`config.mk`:
```
export PLATFORM = sky130hd
export DESIGN_NAME = fp32_operand_prep
export DESIGN_NICKNAME = d
export VERILOG_FILES = /design/src/rtl/fp32_operand_prep.sv
export SDC_FILE = /design/constraint.sdc
export NUM_CORES = 1
export LEC_CHECK = 0
export CAP_MARGIN = 20
export CORE_UTILIZATION = 45
export DETAILED_ROUTE_END_ITERATION = 7
export HOLD_SLACK_MARGIN = 0.05
export PLACE_DENSITY_LB_ADDON = 0.2
export REMOVE_ABC_BUFFERS = 1
export SYNTH_ARGS = -nofsm -noshare
export SYNTH_HDL_FRONTEND = slang
export SYNTH_SLANG_ARGS = --single-unit
export TNS_END_PERCENT = 100
```
`constraint.sdc`:
```
create_clock -name clk -period 2.95 [get_ports clk]
set_input_delay 0.59 -clock clk [delete_from_list [all_inputs] [get_ports clk]]
set_output_delay 0.59 -clock clk [all_outputs]
set_load 0.005 [all_outputs]
```
`src/rtl/fp32_operand_prep.sv`:
```
// rtl/fp32_operand_prep.sv - binary32 operand classifier and denormal normalizer for the sqrt stage
// Optional feature macro: FP_PREP_FTZ_EN (flush denormals to zero in a single cycle)

module fp32_operand_prep #(
  parameter int SHIFT_STEP = 1
) (
  input  logic        clk,
  input  logic        rst,
  input  logic        in_valid,
  output logic        in_ready,
  input  logic [31:0] in_data,
  output logic        out_valid,
  input  logic        out_ready,
  output logic        out_sign,
  output logic [9:0]  out_exp,
  output logic [23:0] out_mant,
  output logic [1:0]  out_class,
  output logic        out_denorm
);

  typedef enum logic {IDLE, NORM} state_t;

  localparam logic [1:0] CLS_ZERO = 2'd0;
  localparam logic [1:0] CLS_FIN  = 2'd1;
  localparam logic [1:0] CLS_INF  = 2'd2;
  localparam logic [1:0] CLS_NAN  = 2'd3;

  state_t      state, state_next;
  logic        work_sign;
  logic [9:0]  work_exp;
  logic [23:0] work_mant;

  logic [7:0]  in_e;
  logic [22:0] in_m;
  logic        is_denorm;
  logic        out_free;
  logic        in_fire;
  logic        accept_load;
  logic        start_norm;

  logic [4:0]  sh_amt;
  logic [23:0] shifted_mant;
  logic [9:0]  shifted_exp;
  logic        norm_done;
  logic        norm_write;
  logic        norm_stall;

  logic [9:0]  cls_exp;
  logic [23:0] cls_mant;
  logic [1:0]  cls_class;
  logic        cls_denorm;

  assign in_e      = in_data[30:23];
  assign in_m      = in_data[22:0];
  assign is_denorm = (in_e == 8'd0) && (in_m != 23'd0);
  assign out_free  = !out_valid || out_ready;
  assign in_ready  = !rst && (state == IDLE) && out_free;
  assign in_fire   = in_valid && in_ready;

`ifdef FP_PREP_FTZ_EN
  assign accept_load = in_fire;
  assign start_norm  = 1'b0;
`else
  assign accept_load = in_fire && !is_denorm;
  assign start_norm  = in_fire && is_denorm;
`endif

  // One normalization step: a wide shift only when it cannot push the leading one past bit 23
  always_comb begin
    sh_amt       = (work_mant[23 -: SHIFT_STEP] == '0) ? 5'(SHIFT_STEP) : 5'd1;
    shifted_mant = work_mant << sh_amt;
    shifted_exp  = work_exp - {5'b0, sh_amt};
  end

  assign norm_done  = (state == NORM) && shifted_mant[23];
  assign norm_write = norm_done && out_free;
  assign norm_stall = norm_done && !out_free;

  // Classify the incoming operand for the single-cycle load path
  always_comb begin
    cls_exp    = 10'd0;
    cls_mant   = 24'd0;
    cls_class  = CLS_ZERO;
    cls_denorm = 1'b0;
    if (in_e == 8'hFF) begin
      if (in_m == 23'd0) begin
        cls_class = CLS_INF;
      end else begin
        cls_class = CLS_NAN;
        cls_mant  = {1'b1, in_m};
      end
    end else if (in_e == 8'd0) begin
      cls_class  = CLS_ZERO;
      cls_denorm = is_denorm;
    end else begin
      cls_class = CLS_FIN;
      cls_exp   = {2'b00, in_e} - 10'd127;
      cls_mant  = {1'b1, in_m};
    end
  end

  // State register
  always_ff @(posedge clk) begin
    if (rst) state <= IDLE;
    else     state <= state_next;
  end

  // Next state: leave NORM only once the result has landed in the output register
  always_comb begin
    state_next = state;
    case (state)
      IDLE:    if (start_norm) state_next = NORM;
      NORM:    if (norm_write) state_next = IDLE;
      default: state_next = IDLE;
    endcase
  end

  // Work register: load the denormal, then shift until normalized; hold while the output is blocked
  always_ff @(posedge clk) begin
    if (rst) begin
      work_sign <= 1'b0;
      work_exp  <= 10'd0;
      work_mant <= 24'd0;
    end else if (start_norm) begin
      work_sign <= in_data[31];
      work_exp  <= -10'sd126;
      work_mant <= {1'b0, in_m};
    end else if ((state == NORM) && !norm_stall) begin
      work_exp  <= shifted_exp;
      work_mant <= shifted_mant;
    end
  end

  // Output register: accept path or normalizer completion, otherwise drain on handshake
  always_ff @(posedge clk) begin
    if (rst) begin
      out_valid  <= 1'b0;
      out_sign   <= 1'b0;
      out_exp    <= 10'd0;
      out_mant   <= 24'd0;
      out_class  <= CLS_ZERO;
      out_denorm <= 1'b0;
    end else if (accept_load) begin
      out_valid  <= 1'b1;
      out_sign   <= in_data[31];
      out_exp    <= cls_exp;
      out_mant   <= cls_mant;
      out_class  <= cls_class;
      out_denorm <= cls_denorm;
    end else if (norm_write) begin
      out_valid  <= 1'b1;
      out_sign   <= work_sign;
      out_exp    <= shifted_exp;
      out_mant   <= shifted_mant;
      out_class  <= CLS_FIN;
      out_denorm <= 1'b1;
    end else if (out_valid && out_ready) begin
      out_valid  <= 1'b0;
    end
  end

endmodule

```
# Word-level counts from Yosys, hierarchy flattened
# Cells that the tools add are included.
# word_totals
latchBits,0
inputBits,36
output_inout_bits,40
mem_bits_rw,0
reg_bits,74
romBits,0
wordCells,69
memories,0
# op_classes
bitwise,1
muxes,30
eq_ne,1
multipliers,0
magnitude_cmp,0
n_shift,0
reduce_logical,24
div_mod_pow,0
addsub,2
# op_table
cell,n
24-bit two-way mux,5
10-bit two-way mux,6
23-bit two-way mux,2
23-bit logical NOT,1
23-bit nonzero test,1
1-bit two-way mux,13
1-bit logical AND,11
"10-bit by 1-bit subtractor with 10-bit output, second input constant",1
"8-bit by 7-bit subtractor with 9-bit output, second input constant",1
"8-bit equality test, second input constant",1
8-bit logical NOT,1
2-bit two-way mux,3
1-bit logical NOT,5
2-bit nonzero test,2
3-bit nonzero test,1
1-bit case mux with 2 select lines,1
2-bit OR reduction,1
1-bit logical OR,1
1-bit NOT,1

# Logic depth before layout (Yosys ltp)
# depth
depth_word,8
depth_mapped,8
ltp_nobuf,7

# Worst setup path before layout
# Ideal clock, no wire load.
# synth_path
path_kind,input -> register
start,input rst
end,register out_mant[10]
arrival_time_ns,1.955
cell_stages,7
setup_time_ns,0.100
n_path_buf,2
setup_slack_ns,0.896
path_cell_list,buf_2 -> nor2_1 -> nand3_2 -> nor3_4 -> nor3_4 -> buf_12 -> a2111oi_4
# synth_between
elab_chain_cells,6
# synth_lines
element,line,rtl
"start, declared",8,"input logic rst,"
1-bit logical NOT,57,assign in_ready = !rst && (state == IDLE) && out_free;
1-bit logical AND (2 in a row),57,
1-bit logical AND,58,assign in_fire = in_valid && in_ready;
1-bit logical AND,64,assign accept_load = in_fire && !is_denorm;
24-bit two-way mux or 2-bit nonzero test (tied branches),-,
"end signal, assigned",147,out_mant <= cls_mant;
"end signal, assigned",154,out_mant <= shifted_mant;
"end, declared",16,"output logic [23:0] out_mant,"
# Several ways; a longest one is shown, not always the timed one.
# A chain may end at the register's enable or synchronous reset.

# Final worst setup path
# layout_path
start,input rst
end,output in_ready
# layout_between
elab_chain_cells,3
# layout_lines
element,line,rtl
1-bit logical NOT,57,
1-bit logical AND (2 in a row),57,
"end, declared",10,"output logic in_ready,"
# Every way passes these cells.

==> results.toml <==
[setup_path]
worstSetupPathType = "primary input to output pin"
path_cells = "clkdlybuf4s50_1 -> nor3_1 -> clkdlybuf4s50_1"
start_kind = "primary input"
worst-path-buf-inv = 2
crit_slowest_cell = "clkdlybuf4s50_1"
path_max_fanout = 4
worst_path_most_repeated_cell = "clkdlybuf4s50_1"
critPathArrivalTime_ns = 1.90
crit_required_ns = 2.36
max_stage_delay_ns = 0.54
critical-path-top-delay-family = "buffers and inverters"
end_kind = "output pin"
path_depth = 3
reg2regPathDepth = 7

[synth]
yosys_most_used_dff = "dfxtp_1"
yosysTopAreaCell = "dfxtp_1"
synth.most_common_cell = "dfxtp_1"
netlist_top_cells_count = "dfxtp_1, nor2_1, a22o_1"
yosys-top-cells-area = "dfxtp_1, a2111oi_4, a22o_1, nor2_1, inv_1"
syn-cell-area_mm2 = 0.00384
ys_types = 53
yosysSeqAreaShare = 0.386
yosysTopAreaCellShare = 0.386
ys.warnings.count = 0
synth_edf_count = 0
syn_inst = 401
syn_avg_cell_area_um2 = 9.57
async_flop_share = 0
ys_ff_latch = 74

[timing]
fin_ws_ns = 0.457
maxSlewViolCount = 0
tightest_slew_ns = 0.590
setup_viol = 0
fin_crit_ns = 2.49
fmax_mhz = 401
rsz0062_at_grt = "no"
finClkSkew_ns = 0.00863
fin_crit_sh = 0.845
fin_tns_setup_ns = 0
relSlewSlack = 0.604
hold_viol_final = 0

[outcome]
status = "complete, no violations"

[die]
start_util = 0.467
die_height_um = 94.3
dieWidth_um = 94.3
core-area_mm2 = 0.00822
rows = 33
io_pins = 76
dieArea_mm2 = 0.00890

[grt]
grtUsageTotal = 0.234
overflow = 0
grt_max_degree = 28
antenna_found_initial = 0
grt_pass1_wl_um = 16100
grt_pass1_vias = 3249

[power]
p_total_w = 0.00225
seqPwrFrac = 0.467
ir_worst_vdd_uv = 212
switching_share = 0.241
p_clk_frac = 0.387
power.switching_w = 0.000541
leakage_nw = 1.82
p_int_w = 0.00171
combinationalPowerShare = 0.145
powerDensity_mw_per_mm2 = 447

[detailed_routing]
num_vias = 3379
drtIter0Drc = 196
drcViolationCount = 0
totalWireLength_um = 9820
vias_per_cell = 5.67
dr.pass1.iters = 5
routedWlPerCell_um = 16.5
postRouteAntennaNets = 0

[clock_network]
cts-root-buf = "clkbuf_8"
cts_resized = 0
ctsHtreeMaxLevel = 3
cts_max_path_buffers = 2
clk_latency_ns = 0.35
tritoncts = "done"
cts.sinks = 74
post-cts-setup-buffers = 0
cts_inserted_buffers = 9
clk_pin_slew_ns = 0.08
holdBufCountCts = 0

[layout]
areaGrowthSynthToFinish_pct = 30.9
fin_cells = 596
fin_area_mm2 = 0.00502
drive_above_1_share = 0.145
antenna_cells = 0
fin_nets = 525

[min_path]
min_path_cells = 2
worst_hold_path_type = "flip-flop to flip-flop"

[placement]
place.port_buffers = 75
dpl_worst_slack_ns = 0.184
place.gp.congestion = 0.822
dpl-instance-area_mm2 = 0.00480
hpwl_um = 7220
dp_cells = 580

[job]
cap_viol_max_count = 0
## cell usage in the layout, fill, tap and decap left out, types with 2 or more instances in the layout
cell	netlist	routed
nand4_1	3	3
nand3_1	14	14
buf_4	2	22
dfxtp_1	74	74
a211oi_1	2	2
and4_1	3	3
clkdlybuf4s50_1	0	75
clkbuf_8	0	10
nor4_4	3	3
nand3b_1	2	2
o211ai_1	5	5
clkinv_2	0	2
a32oi_1	3	3
a22o_1	44	44
a2111oi_4	14	14
nor3_1	10	10
buf_12	1	2
o21ai_0	4	4
nor3_4	2	2
a22oi_1	2	2
bufinv_16	0	2
and3_1	5	5
a21oi_1	13	13
nor2_1	63	63
nand2_1	22	22
a31oi_1	3	3
nor4_1	3	3
a31o_2	2	2
a2111oi_0	7	7
ha_1	3	3
xnor2_1	10	10
inv_1	29	29
a221oi_1	3	3
xor2_1	9	9
## tightest hold or removal path, delay by kind of cell (launching register included)
kind	cells	cell delay [ns]
DFF	1	0.31
buffers and inverters	1	0.04
AOI/OAI and AO/OA	1	0.07
## metal layers
| metal | part of all wire | global-route usage | wire length [µm] |
|---|---|---|---|
| met3 | 0.048 | 0.0378 | 476 |
| met5 | 0 | 0 | 0 |
| met2 | 0.48 | 0.386 | 4700 |
| met1 | 0.45 | 0.304 | 4460 |
| met4 | 0.018 | 0.0910 | 175 |
## power by group through the flow
stage | logic, W | registers [W] | clock network [W]
3_3_place_gp | 0.000324 | 0.00107 | 0
5_1_grt | 0.000350 | 0.00105 | 0.000937
3_5_place_dp | 0.000327 | 0.00107 | 0
2_1_floorplan | 0.000134 | 0.00107 | 0
6_report | 0.000326 | 0.00105 | 0.000870
4_1_cts | 0.000329 | 0.00105 | 0.000882
## registers in the layout (all words and copies together), names as in the netlist
name / cells
out_class: 2
work_mant: 23
out_sign: 1
out_mant: 24
out_exp: 10
state: 1
out_valid: 1
out_denorm: 1
work_exp: 10
work_sign: 1
## worst paths after layout
path,from,endpoint,slack [ns]
hold / removal,out_mant[6]$_SDFFE_PP0P_,out_mant[6]$_SDFFE_PP0P_,0.47
setup reg to reg,work_exp[0]$_SDFFE_PP0P_,out_exp[8]$_SDFFE_PP0P_,0.96
hold reg to reg,out_mant[6]$_SDFFE_PP0P_,out_mant[6]$_SDFFE_PP0P_,0.47
setup / recovery,rst,in_ready,0.46
## stage by stage
stage / hold slack, ns / utilization
after CTS: 0.470 / 0.611
after floorplan: 0.430 / -
after global placement: 0.449 / 0.585
after detailed placement: 0.458 / 0.585
after global routing: 0.480 / 0.611
final: 0.469 / 0.611
## logic make-up (layout without fill, tap and decap cells)
kind of cell               Yosys count  in the layout  synth area share
and+or+nand+nor                    141            141             0.195
AOI/OAI and AO/OA                  109            109             0.301
DFF                                 74             74             0.386
buffers and inverters               55            145            0.0646
xor gates and xnor gates            19             19            0.0434
adders and majority gates            3              3           0.00979
## cell type report
cell class	instances	area (µm²)
clock buffers	11	141
clock inverters	5	77.6
fillers	717	3190
inverters	30	113
multi-input cells	272	2120
flip-flops and latches	74	1480
well taps	105	131
repair buffers	99	956
(Power assumes the default switching activity.)
==> edit (same settings) <==
Add a define of `FP_PREP_FTZ_EN`.
--- a/src/rtl/fp32_operand_prep.sv
+++ b/src/rtl/fp32_operand_prep.sv
@@ -2,2 +2,4 @@
 // Optional feature macro: FP_PREP_FTZ_EN (flush denormals to zero in a single cycle)
+
+`define FP_PREP_FTZ_EN
 
Check against the original RTL: not equivalent (Yosys sat finds a counterexample within 4 cycles, from zero or initial values and one cycle with rst high).
==> edit against the unedited design <==
- count of clock-buffer cells in the layout shrank 6
- worst setup slack better by 0.10 ns
- final cell count decreased by 57%
- sequential share of layout area grew 2.5 points
- routed wire length down 61%
- register-to-register slack better by 0.36 ns
- power is 46% lower
- clock power shrank 50%
- critical path depth unchanged
- critical path type unchanged
- global-route usage grew 1.1 points
- area after synthesis shrank 63%
- sequential cell count decreased by 37
- final area decreased by 54%
==> edit: results (changes against the unedited design) <==
stage,metric,value,unit,change
worst_setup_path,RR Startpoint,out_valid,,was work_exp[0]
finish,fraction of layout cells with a size suffix above 1,9.005,%,was 14.46%
clock_tree,TritonCTS buffer count,5,,was 9
clock_tree,clock-pin slew on the worst setup and hold paths,0.11,ns,was 0.08 ns
synthesis,average size of a mapped cell,10.78,um^2,was 9.567 um^2
clock_tree,post-cts sizing count,0,,unchanged
placement,RePlAce Congestion,0.7991,,was 0.8224
clock_tree,Root Driver,clkbuf_4,,was clkbuf_8
finish,ANT cells,0,,unchanged
synthesis,Synth cell types,32,,was 53
detailed_routing,routed wire length,3821,um,was 9815 um
detailed_routing,drt wl/cell,14.98,um,was 16.47 um
finish,Largest register FFs,23,,was 24
global_routing,largest net degree at the start of global routing,27,,was 28
global_routing,first-pass GRT wire length,6147,um,was 16140 um
worst_setup_path,r2r endpoint,out_mant[7],,was out_exp[8]
detailed_routing,router iterations before antenna repair,4,,was 5
synthesis,"Seq/Total Area, Yosys",51.66,%,was 38.62%
hold_path,Hold EP,out_mant[22],,was out_mant[6]
outcome,outcome,completed,,unchanged
finish,biggest regs,"out_mant: 23 flops, out_exp: 9 flops, out_class: 2 flops",,"was out_mant: 24 flops, work_mant: 23 flops"
detailed_routing,initial DRC count,59,,was 196
synthesis,"Warnings, synthesis",0,,unchanged
hold_path,Hold Startpoint,out_mant[22],,was out_mant[6]
clock_tree,H-tree Lvls,2,,was 3
synthesis,commonest cells in the netlist,"dfxtp_1, a22o_1, nand2_1",,"was dfxtp_1, nor2_1, a22o_1"
timing,worst hold slack,0.4675,ns,was 0.4692 ns
timing,clock skew,0.006072,ns,was 0.008630 ns
pwr,Leak,0.8690,nW,was 1.817 nW
worst_setup_path,R2R Setup Slk,1.32,ns,was 0.96 ns
hold_path,Min-Delay Path Depth,2,,unchanged
placement,PortBufs,75,,unchanged
finish,filler instances,213,,was 717
worst_setup_path,Reg2Reg Depth,5,,was 7
placement,DP Area,0.002210,mm^2,was 0.004803 mm^2
global_routing,Total GRT Usage,24.46,%,was 23.37%
global_routing,vias in the first global route,1342,,was 3249
clock_tree,worst skew pair latency,0.34,ns,
synthesis,largest cells by area after synthesis,"dfxtp_1, a22o_1, o2bb2ai_1, buf_4, xor2_1",,"was dfxtp_1, a2111oi_4, a22o_1, nor2_1, inv_1"
worst_setup_path,peak fanout along the critical path,6,,was 4
worst_setup_path,WP data arrival,1.80,ns,was 1.90 ns
placement,dpl hpwl,2800,um,was 7220 um
pwr,peak supply drop,0.2712,mV,was 0.2117 mV
detailed_routing,vias,1356,,was 3379
placement,placed insts,247,,was 580
timing,worst-margin pin slew,0.5708,ns,was 0.5899 ns
## edit: worst max-delay path by stage
| stage | start | to | slack [ns] | depth (start not counted) |
|---|---|---|---|---|
| floorplan | in_data[23] | out_exp[1] | 1.06 | 5 |
| global placement | in_data[23] | out_class[0] | 0.57 | 6 |
| detailed placement | rst | out_mant[11] | 0.48 | 6 |
| CTS | rst | in_ready | 0.55 | 3 |
| global route | rst | in_ready | 0.47 | 3 |
| finish | rst | in_ready | 0.56 | 3 |
## edit: where the power goes
group	switching [mW]	internal (mW)
Combinational	0.0768	0.138
Clock	0.169	0.262
Sequential	0.0204	0.535
## edit: cell families (layout without fill, tap and decap cells)
logic type	Yosys count	after routing	share of synthesized area, %
xor+xnor	6	6	3.665
flops	37	37	51.66
fa+ha+maj	2	2	1.745
compound gates	38	38	22.25
buf+inv	11	89	4.450
simple gates	39	39	16.23
## edit: routing by layer
layer  routed length (um)  vias up  global-route usage, %
met5                    0        -                      0
met1                 1592      632                  28.85
met2                 1856       59                  40.56
met4                   66        0                  10.88
met3                  305        6                  8.132
li1                     -      659                      -
## edit: area by class of cell
class,count,share of cell area [%]
clock buffers,5,1.623
clock inverters,3,2.814
well taps,44,2.381
flip-flops and latches,37,32.03
repair buffers,78,33.44
inverters,3,0.4870
multi-input cells,85,27.22
## edit: through the flow
stage | utilization, % | setup WS, ns | total power [mW]
floorplan | - | 1.063 | 0.6264
global placement | 72.98 | 0.5677 | 0.7744
detailed placement | 72.98 | 0.4790 | 0.7801
CTS | 76.36 | 0.5461 | 1.215
global route | 76.36 | 0.4701 | 1.249
finish | 76.36 | 0.5587 | 1.202
## edit: tightest hold or removal path, delay by kind of cell, from the launching register on
family | cells | cell delay, ns
AO/OA/AOI/OAI | 1 | 0.05
flip-flops | 1 | 0.33
AND/OR/NAND/NOR | 1 | 0.05
